==> src/rtl/rv_pkg.sv <==
// Shared types and constants for the instruction-fetch front end.
// The HALT_INSTR constant only matters when IF_HALT_ON_ZERO_EN is defined.
package rv_pkg;

    localparam int XLEN = 32;
    localparam logic [XLEN-1:0] HALT_INSTR = 32'h00000000;

    typedef enum logic {
        FETCH,
        HALTED
    } fetch_state_e;

    typedef struct packed {
        logic [31:0] pc;
        logic [31:0] instr;
    } fetch_entry_t;

    // Force a byte address onto a word boundary.
    function automatic logic [XLEN-1:0] word_align(input logic [XLEN-1:0] addr);
        return addr & ~32'h00000003;
    endfunction

endpackage

==> src/rtl/sync_fifo.sv <==
// Small synchronous FIFO with a synchronous flush.
// The head entry is read straight from storage, so a pushed entry becomes
// visible on head_o the cycle after the push.
module sync_fifo #(
    parameter int  DEPTH = 4,
    parameter type T     = logic [63:0]
) (
    input  logic                   clk,
    input  logic                   rst,
    input  logic                   flush_i,
    input  logic                   push_i,
    input  T                       push_data_i,
    input  logic                   pop_i,
    output T                       head_o,
    output logic                   empty_o,
    output logic [$clog2(DEPTH):0] count_o
);

    localparam int AW = $clog2(DEPTH);

    T              mem_q [DEPTH];
    logic [AW-1:0] wr_ptr_q;
    logic [AW-1:0] rd_ptr_q;
    logic [AW:0]   count_q;
    logic          do_push;
    logic          do_pop;

    // Pops on an empty FIFO and pushes into a full one (without a pop) are ignored.
    assign do_pop  = pop_i & (count_q != '0);
    assign do_push = push_i & ((count_q != (AW+1)'(DEPTH)) | do_pop);

    // Entry storage; no reset needed because the count guards every read.
    always_ff @(posedge clk) begin
        if (do_push && !flush_i) begin
            mem_q[wr_ptr_q] <= push_data_i;
        end
    end

    // Pointer and occupancy bookkeeping; flush empties the FIFO in one cycle.
    always_ff @(posedge clk) begin
        if (rst || flush_i) begin
            wr_ptr_q <= '0;
            rd_ptr_q <= '0;
            count_q  <= '0;
        end else begin
            if (do_push) begin
                wr_ptr_q <= wr_ptr_q + AW'(1);
            end
            if (do_pop) begin
                rd_ptr_q <= rd_ptr_q + AW'(1);
            end
            count_q <= count_q + (AW+1)'(do_push) - (AW+1)'(do_pop);
        end
    end

    assign head_o  = mem_q[rd_ptr_q];
    assign empty_o = (count_q == '0);
    assign count_o = count_q;

endmodule

==> src/rtl/if_prefetch_queue.sv <==
// Instruction-fetch front end: issues sequential word fetches, queues the
// in-order responses tagged with their PC and hands them to decode.
// Redirects flush the queue and discard responses still in flight.
// Optional feature macro: IF_HALT_ON_ZERO_EN (stop fetching on a zero word).
module if_prefetch_queue
    import rv_pkg::*;
#(
    parameter int          DEPTH    = 4,
    parameter logic [31:0] RESET_PC = 32'h00000000
) (
    input  logic        clk,
    input  logic        rst,
    output logic        imem_req_valid,
    input  logic        imem_req_ready,
    output logic [31:0] imem_addr,
    input  logic        imem_rsp_valid,
    input  logic [31:0] imem_rsp_data,
    input  logic        redirect_valid,
    input  logic [31:0] redirect_pc,
    output logic        instr_valid,
    input  logic        instr_ready,
    output logic [31:0] instr,
    output logic [31:0] instr_pc,
    output logic        halted
);

    localparam int CW = $clog2(DEPTH) + 1;

    fetch_state_e  state_q, state_d;
    logic [31:0]   fetch_pc_q, fetch_pc_d;
    logic [31:0]   rsp_pc_q, rsp_pc_d;
    logic [CW-1:0] outstanding_q, outstanding_d;
    logic [CW-1:0] drop_cnt_q, drop_cnt_d;

    logic [CW-1:0] fifo_count;
    logic          fifo_empty;
    fetch_entry_t  fifo_head;
    fetch_entry_t  push_entry;
    logic [CW:0]   slots_in_use;
    logic          credit_ok;
    logic          req_accept;
    logic          rsp_keep;
    logic          fifo_push;
    logic          fifo_pop;
    logic [31:0]   redirect_target;

    // Queued entries plus fetches in flight may never exceed the queue size,
    // which is what guarantees a response always finds a free slot.
    assign slots_in_use    = {1'b0, fifo_count} + {1'b0, outstanding_q};
    assign credit_ok       = slots_in_use < (CW+1)'(DEPTH);
    assign redirect_target = word_align(redirect_pc);

    assign imem_req_valid = !rst && (state_q == FETCH) && !redirect_valid && credit_ok;
    assign imem_addr      = fetch_pc_q;
    assign req_accept     = imem_req_valid && imem_req_ready;

    assign rsp_keep   = imem_rsp_valid && (drop_cnt_q == '0);
    assign fifo_push  = rsp_keep && !redirect_valid;
    assign push_entry = '{pc: rsp_pc_q, instr: imem_rsp_data};

    assign instr_valid = !rst && !fifo_empty;
    assign fifo_pop    = instr_valid && instr_ready;
    assign instr       = fifo_head.instr;
    assign instr_pc    = fifo_head.pc;

    sync_fifo #(
        .DEPTH (DEPTH),
        .T     (fetch_entry_t)
    ) u_queue (
        .clk         (clk),
        .rst         (rst),
        .flush_i     (redirect_valid),
        .push_i      (fifo_push),
        .push_data_i (push_entry),
        .pop_i       (fifo_pop),
        .head_o      (fifo_head),
        .empty_o     (fifo_empty),
        .count_o     (fifo_count)
    );

`ifdef IF_HALT_ON_ZERO_EN
    logic halted_q, halted_d;
`endif

    // Next-state logic for PCs, credit/drop counters and the fetch FSM; a redirect overrides everything.
    always_comb begin
        state_d       = state_q;
        fetch_pc_d    = fetch_pc_q;
        rsp_pc_d      = rsp_pc_q;
        outstanding_d = outstanding_q + CW'(req_accept) - CW'(imem_rsp_valid);
        drop_cnt_d    = drop_cnt_q;
`ifdef IF_HALT_ON_ZERO_EN
        halted_d      = halted_q;
`endif

        if (req_accept) begin
            fetch_pc_d = fetch_pc_q + 32'd4;
        end

        if (imem_rsp_valid && !rsp_keep) begin
            drop_cnt_d = drop_cnt_q - CW'(1);
        end

        if (rsp_keep) begin
            rsp_pc_d = rsp_pc_q + 32'd4;
        end

`ifdef IF_HALT_ON_ZERO_EN
        if (fifo_push && (imem_rsp_data == HALT_INSTR)) begin
            state_d = HALTED;
        end
        if (fifo_pop && (fifo_head.instr == HALT_INSTR)) begin
            halted_d = 1'b1;
        end
`endif

        // Every fetch still in flight belongs to the abandoned stream, including
        // ones already marked for dropping, so the drop count becomes the whole
        // in-flight count minus the response retiring this cycle.
        if (redirect_valid) begin
            fetch_pc_d = redirect_target;
            rsp_pc_d   = redirect_target;
            drop_cnt_d = outstanding_q - CW'(imem_rsp_valid);
            state_d    = FETCH;
`ifdef IF_HALT_ON_ZERO_EN
            halted_d   = 1'b0;
`endif
        end
    end

    // State registers with synchronous reset; in-flight responses are abandoned on reset.
    always_ff @(posedge clk) begin
        if (rst) begin
            state_q       <= FETCH;
            fetch_pc_q    <= RESET_PC;
            rsp_pc_q      <= RESET_PC;
            outstanding_q <= '0;
            drop_cnt_q    <= '0;
        end else begin
            state_q       <= state_d;
            fetch_pc_q    <= fetch_pc_d;
            rsp_pc_q      <= rsp_pc_d;
            outstanding_q <= outstanding_d;
            drop_cnt_q    <= drop_cnt_d;
        end
    end

`ifdef IF_HALT_ON_ZERO_EN
    // Halt flag rises once the zero word has been consumed by decode.
    always_ff @(posedge clk) begin
        if (rst) begin
            halted_q <= 1'b0;
        end else begin
            halted_q <= halted_d;
        end
    end

    assign halted = !rst && halted_q;
`else
    assign halted = 1'b0;
`endif

endmodule

==> config.mk <==
export PLATFORM = sky130hd
export DESIGN_NAME = if_prefetch_queue
export DESIGN_NICKNAME = d
export VERILOG_FILES = /design/src/rtl/rv_pkg.sv /design/src/rtl/sync_fifo.sv /design/src/rtl/if_prefetch_queue.sv
export SDC_FILE = /design/constraint.sdc
export NUM_CORES = 1
export LEC_CHECK = 0
export BUFFER_PORTS_ARGS = -buffer_cell sky130_fd_sc_hd__buf_2
export CORE_MARGIN = 5
export CORE_UTILIZATION = 45
export DETAILED_ROUTE_END_ITERATION = 16
export GPL_TIMING_DRIVEN = 0
export PLACE_DENSITY = 0.66
export SYNTH_ARGS = -nofsm -noshare
export SYNTH_HDL_FRONTEND = slang
export SYNTH_SLANG_ARGS = --single-unit
==> constraint.sdc <==
create_clock -name clk -period 6.2 [get_ports clk]
set_input_delay 0.31 -clock clk [delete_from_list [all_inputs] [get_ports clk]]
set_output_delay 0.31 -clock clk [all_outputs]
set_load 0.005 [all_outputs]
* Yosys cells after proc, flatten, opt, wreduce, memory -nomap -nowiden
Memories as Yosys holds them, arrays and structs flattened. A register that Yosys moved wholly into a read port is not among the register bits.
Cells that the tools add are included.
** Word-level totals
- Memories :: 1
- Input bits :: 70
- Register bits :: 77
- Bits in writable memories :: 256
- Logic and storage cells :: 57
** Operators by class
- Order comparisons :: 1
- Add/sub/neg operators :: 11
- Equality and inequality tests :: 1
- Reductions and logical operators :: 21
- Multiplexer cells :: 10
- Bitwise gates (word level) :: 3
** Memories
- u_queue.mem_q :: words 4, bits a word 64, read ports 1, clocked after Yosys merged registers in 1, wr ports 1, line sync_fifo.sv:21 : T mem_q [DEPTH];
** Operators by type and width (number)
- two-way mux 32 bit :: 4
- adder 32 x 3 -> 32 bit (second input constant) :: 2
- logical AND 1 bit :: 9
- subtractor 3 x 1 -> 3 bit :: 3
- adder 3 x 1 -> 3 bit :: 2
- logical NOT 3 bit :: 2
- two-way mux 3 bit :: 2
- nonzero test 2 bit :: 3
- adder 2 x 1 -> 2 bit (second input constant) :: 2
- adder 3 x 3 -> 4 bit :: 1
- logical NOT 1 bit :: 4
- less-than comparator 4 x 3 -> 1 bit (second input constant) :: 1
- two-way mux 2 bit :: 2
- inequality test 3 bit (second input constant) :: 1
- nonzero test 3 bit :: 1
- subtractor 3 x 1 -> 3 bit (second input constant) :: 1
- bitwise AND 1 bit :: 2
- two-way mux 1 bit :: 2
- OR reduction 2 bit :: 1
- logical OR 1 bit :: 1
- bitwise OR 1 bit :: 1

* Longest topological paths before layout
- Depth in word-level cells :: 10
- Mapped depth :: 13
- Gate-level depth less buffers :: 11

* Modules after synthesis
Synthesis repeated with hierarchy kept, for this count alone.
** Second synthesis, totals
- Cell total of the unflattened synthesis :: 853
- Area, all modules :: 13560.5 um^2
** By module, submodules not included
- sync_fifo :: sequential area each 7867.5 um^2, area each 9721.8 um^2, cells each 381, times used 1
- if_prefetch_queue :: sequential area each 1321.3 um^2, area each 3838.7 um^2, cells each 472, times used 1

* Worst setup path before layout
OpenSTA, ideal clock, no wires.
- Path kind :: reg-to-reg
- From :: reg drop_cnt_q[0]
- To :: mem u_queue.mem_q[0][0] (netlist bit), enable pin
- Arrival time :: 2.790 ns
- Data required time :: 5.773 ns
- Stages on the path, launching flop included :: 7
- Period minus slack after synthesis :: 3.217 ns
- Library setup time :: 0.427 ns
- Slack :: 2.983 ns
- Cells stage by stage :: dfxtp_1 > inv_1 > ha_1 > and3b_1 > clkbuf_1 > o211a_1 > and2_1
** Between the ends
- Cells in the longest elaborated chain, start to end :: 7
** RTL lines
- start: declaration :: line if_prefetch_queue.sv:33 : logic [CW-1:0] drop_cnt_q, drop_cnt_d;
- start signal: assignment :: line if_prefetch_queue.sv:144 : drop_cnt_q <= drop_cnt_d;
- logical NOT 3 bit :: line if_prefetch_queue.sv:57 : assign rsp_keep = imem_rsp_valid && (drop_cnt_q == '0);
- logical AND 1 bit :: line if_prefetch_queue.sv:57
- logical AND 1 bit :: line if_prefetch_queue.sv:58 : assign fifo_push = rsp_keep && !redirect_valid;
- bitwise AND 1 bit :: line sync_fifo.sv:30 : assign do_push = push_i & ((count_q != (AW+1)'(DEPTH)) | do_pop);
- logical AND 1 bit :: line sync_fifo.sv:34 : if (do_push && !flush_i) begin
- two-way mux 1 bit :: line sync_fifo.sv:34
- two-way mux 1 bit (not written as such) :: line sync_fifo.sv:35 : mem_q[wr_ptr_q] <= push_data_i;
- end: declaration :: line sync_fifo.sv:21
Every way passes these cells.

* Worst setup path in the final report
- From :: reg u_queue.count_q[2], in the netlist u_queue.count_o[2]
- To :: reg outstanding_q[2]
** Between the ends
- Cells in the longest elaborated chain, start to end :: 6
** RTL lines
- start: declaration :: line sync_fifo.sv:24 : logic [AW:0] count_q;
- start signal: assignment :: line sync_fifo.sv:52 : count_q <= count_q + (AW+1)'(do_push) - (AW+1)'(do_pop);
- adder 3 x 3 -> 4 bit :: line if_prefetch_queue.sv:49 : assign slots_in_use = {1'b0, fifo_count} + {1'b0, outstanding_q};
- less-than comparator 4 x 3 -> 1 bit :: line if_prefetch_queue.sv:50 : assign credit_ok = slots_in_use < (CW+1)'(DEPTH);
- logical AND 1 bit :: line if_prefetch_queue.sv:53 : assign imem_req_valid = !rst && (state_q == FETCH) && !redirect_valid && credit_ok;
- logical AND 1 bit :: line if_prefetch_queue.sv:55 : assign req_accept = imem_req_valid && imem_req_ready;
- adder 3 x 1 -> 3 bit :: line if_prefetch_queue.sv:90 : outstanding_d = outstanding_q + CW'(req_accept) - CW'(imem_rsp_valid);
- subtractor 3 x 1 -> 3 bit :: line if_prefetch_queue.sv:90
- end signal: assignment :: line if_prefetch_queue.sv:143 : outstanding_q <= outstanding_d;
- end: declaration :: line if_prefetch_queue.sv:32 : logic [CW-1:0] outstanding_q, outstanding_d;
Every way passes these cells.
A chain may end at the register's enable or synchronous reset.

==> reports/results.tsv <==
metric	value	unit
fin_skew	22.1	ps
yosys-top-cells-area	edfxtp_1, dfxtp_1, mux4_2, ha_1, nand2_1	
first_iter_violations	721	
powerDensity	299	nW/um2
drv_cap	0	
postPlaceCellArea	14900	um2
period_share	0.528	
max_slew_margin	0.406	
grt_pass1_vias	8728	
syn_avg_cell_area	15.3	um2
final_cell_area	16000	um2
die_h	183	um
cpPeakStageDelay	520	ps
route.detailed.drc	0	
holdCritPathClass	input pin to flip-flop	
worstSetupPathType	flip-flop to flip-flop	
ys.flop_type	edfxtp_1	
post-place-cells	1438	
p_leak	5.44	nW
wl_per_cell	21.5	um
drive_gt1_frac	0.276	
fin_nets	1175	
dieWidth	183	um
yosysWarnings	0	
cts_num_sinks	323	
finalSetupViolCount	0	
synth_edf_count	248	
wl_met3	3.08	mm
synth_cell_type_count	66	
hold_slack	26.3	ps
worstMarginPinSlew	883	ps
ir_drop	0.189	mV
instances_no_fill	1502	
synth_common_cells	edfxtp_1, dfxtp_1, mux4_2	
grt_overflow	0	
regToRegSetupSlack	2930	ps
yosysTopAreaCellShare	0.552	
crit_required	6580	ps
clk_pin_slew	60	ps
critPathLaunchType	flip-flop	
grt_use_total	0.190	
die_area	33600	um2
cts_buffers	34	
core_area	29600	um2
status	completed	
cts_setup_buffers	0	
clockRootBuffer	clkbuf_16	
yosysMostFrequentCell	edfxtp_1	
critPathMostFrequentCell	ha_1	
fin_total_pwr	4.80	mW
io_pins	169	
cts.path.max_buffers	3	
top_layer_used	met5	
rsz0062_at_grt	false	
ant_nets	0	
avgViaCountPerCell	5.82	
cp_slowest_cell	or4b_4	
first_pass_iters	6	
setup_tns	0	ps
maxSlewViolCount	0	
globalplace.congestion	0.905	
htree_num_levels	2	
grt_max_degree	45	
synth_cells	880	
num_antenna_cells	0	
synthArstFlopShare	0	
max_freq	0.305	GHz
grt_first_pass_wirelength	49.7	mm
wl_met2	14.7	mm
totalWireLength	32.3	mm
synth_area_leader_cell	edfxtp_1	
worstPathArrival	3650	ps
hpwl	22.0	mm
syn_to_final_growth	18.7	%
num_vias	8741	
cts_tree	yes	
clk_latency	510	ps
start_util	0.456	
ys_ff_latch	323	
final_hold_viol_count	0	
yosysSeqAreaShare	0.663	
end_kind	flip-flop	
met1_length	13.6	mm
grt_antenna_before_repair	1	
path_cells	ha_1 > or4b_4 > nor3_4 > inv_2 > buf_6 > buf_2 > ha_1 > inv_1 > ha_1 > inv_1 > fa_1 > xnor2_1 > nor2_1	
worstPathMaxFanout	10	
fin_crit	3270	ps
rows	63	
syn_area	13500	um2
port_buffers	160	
==> cell usage in the layout (no fill, tap or decap), types with 8 or more instances in the layout <==
cell       synthesis  layout
or3_1              8       8
a21oi_1            9       9
a211oi_1          15      15
nand4_1           25      25
edfxtp_1         248     248
o31ai_1            8       8
inv_1             18      18
ha_1              16      16
nand3_1           27      27
o31a_1            18      18
and3_1            13      13
dfxtp_1           75      75
nor4_1            20      20
mux4_2            62      62
o21ai_0           12      12
a31oi_1           18      18
and4_1            11      11
nor3_1            14      14
or4_1             14      14
nor2b_1            9       9
nand2_1           44      44
o21a_1            13      13
clkbuf_16          0      35
clkbuf_1          36      42
xnor2_1           12      12
nor2_1            32      32
buf_2              8     168
==> registers in the layout, indices dropped and copies added (netlist names), named ones only <==
signal            count
outstanding_q         3
rsp_pc_q             30
u_queue.wr_ptr_q      2
drop_cnt_q            3
u_queue.mem_q       248
u_queue.rd_ptr_q      2
imem_addr            30
u_queue.count_o       3
==> cells by family (layout without fill, tap and decap cells) <==
| group | count (synthesis) | count (layout) | synth area share |
|---|---|---|---|
| DFF | 323 | 323 | 0.663 |
| and+or+nand+nor | 250 | 250 | 0.107 |
| AOI/OAI and AO/OA | 131 | 131 | 0.0723 |
| buffers and inverters | 75 | 303 | 0.0235 |
| muxes | 64 | 64 | 0.105 |
| adders and majority gates | 18 | 18 | 0.0178 |
| xor gates and xnor gates | 18 | 18 | 0.0117 |
| other | 1 | 5 | 0.000278 |
==> per-stage QoR <==
| stage | setup WS (ps) | utilization |
|---|---|---|
| floorplan | 2980 | - |
| global placement | 1610 | 0.500 |
| detailed placement | 2950 | 0.503 |
| CTS | 2880 | 0.541 |
| global route | 2760 | 0.541 |
| finish | 2930 | 0.541 |
==> repair_timing <==
action | in CTS | in global routing
gates resized for setup | 0 | 0
hold buffers | 3 | 0
hold endpoints to repair | 12 | 0
==> critical path, delay by kind of cell (launching register included) <==
kind | cells | cell delay [ps]
XOR/XNOR | 1 | 160
adder cells (fa/ha/maj) | 4 | 1100
buffers and inverters | 5 | 580
flip-flops | 1 | 410
AND/OR/NAND/NOR | 3 | 890
==> per-layer routing <==
layer / track usage / vias to the layer above
met1: 0.266 / 4273
met2: 0.295 / 420
met3: 0.0470 / 74
met5: 0 / -
met4: 0.0620 / 2
li1: - / 3972
==> power breakdown <==
group	total [mW]	internal [mW]	switching [mW]
combinational	0.375	0.163	0.212
clock	1.95	1.15	0.799
sequential	2.48	2.41	0.0703
total	4.80	3.72	1.08
==> area by class of cell <==
| type | instances | area (um2) |
|---|---|---|
| inverters | 20 | 75.1 |
| fillers | 2473 | 13600 |
| clock inverters | 18 | 153 |
| flip-flops and latches | 323 | 8950 |
| clock buffers | 43 | 926 |
| plain buffers | 55 | 243 |
| well taps | 390 | 488 |
| multi-input cells | 486 | 4260 |
| repair buffers | 167 | 933 |
==> final timing paths <==
kind	from	end	depth (start not counted)
max	u_queue.count_o[2]	outstanding_q[2]	13
min	imem_rsp_data[31]	u_queue.mem_q[1][31]	1
max reg2reg	u_queue.count_o[2]	outstanding_q[2]	13
min reg2reg	u_queue.wr_ptr_q[1]	u_queue.wr_ptr_q[1]	2
(Power assumes the default switching activity.)
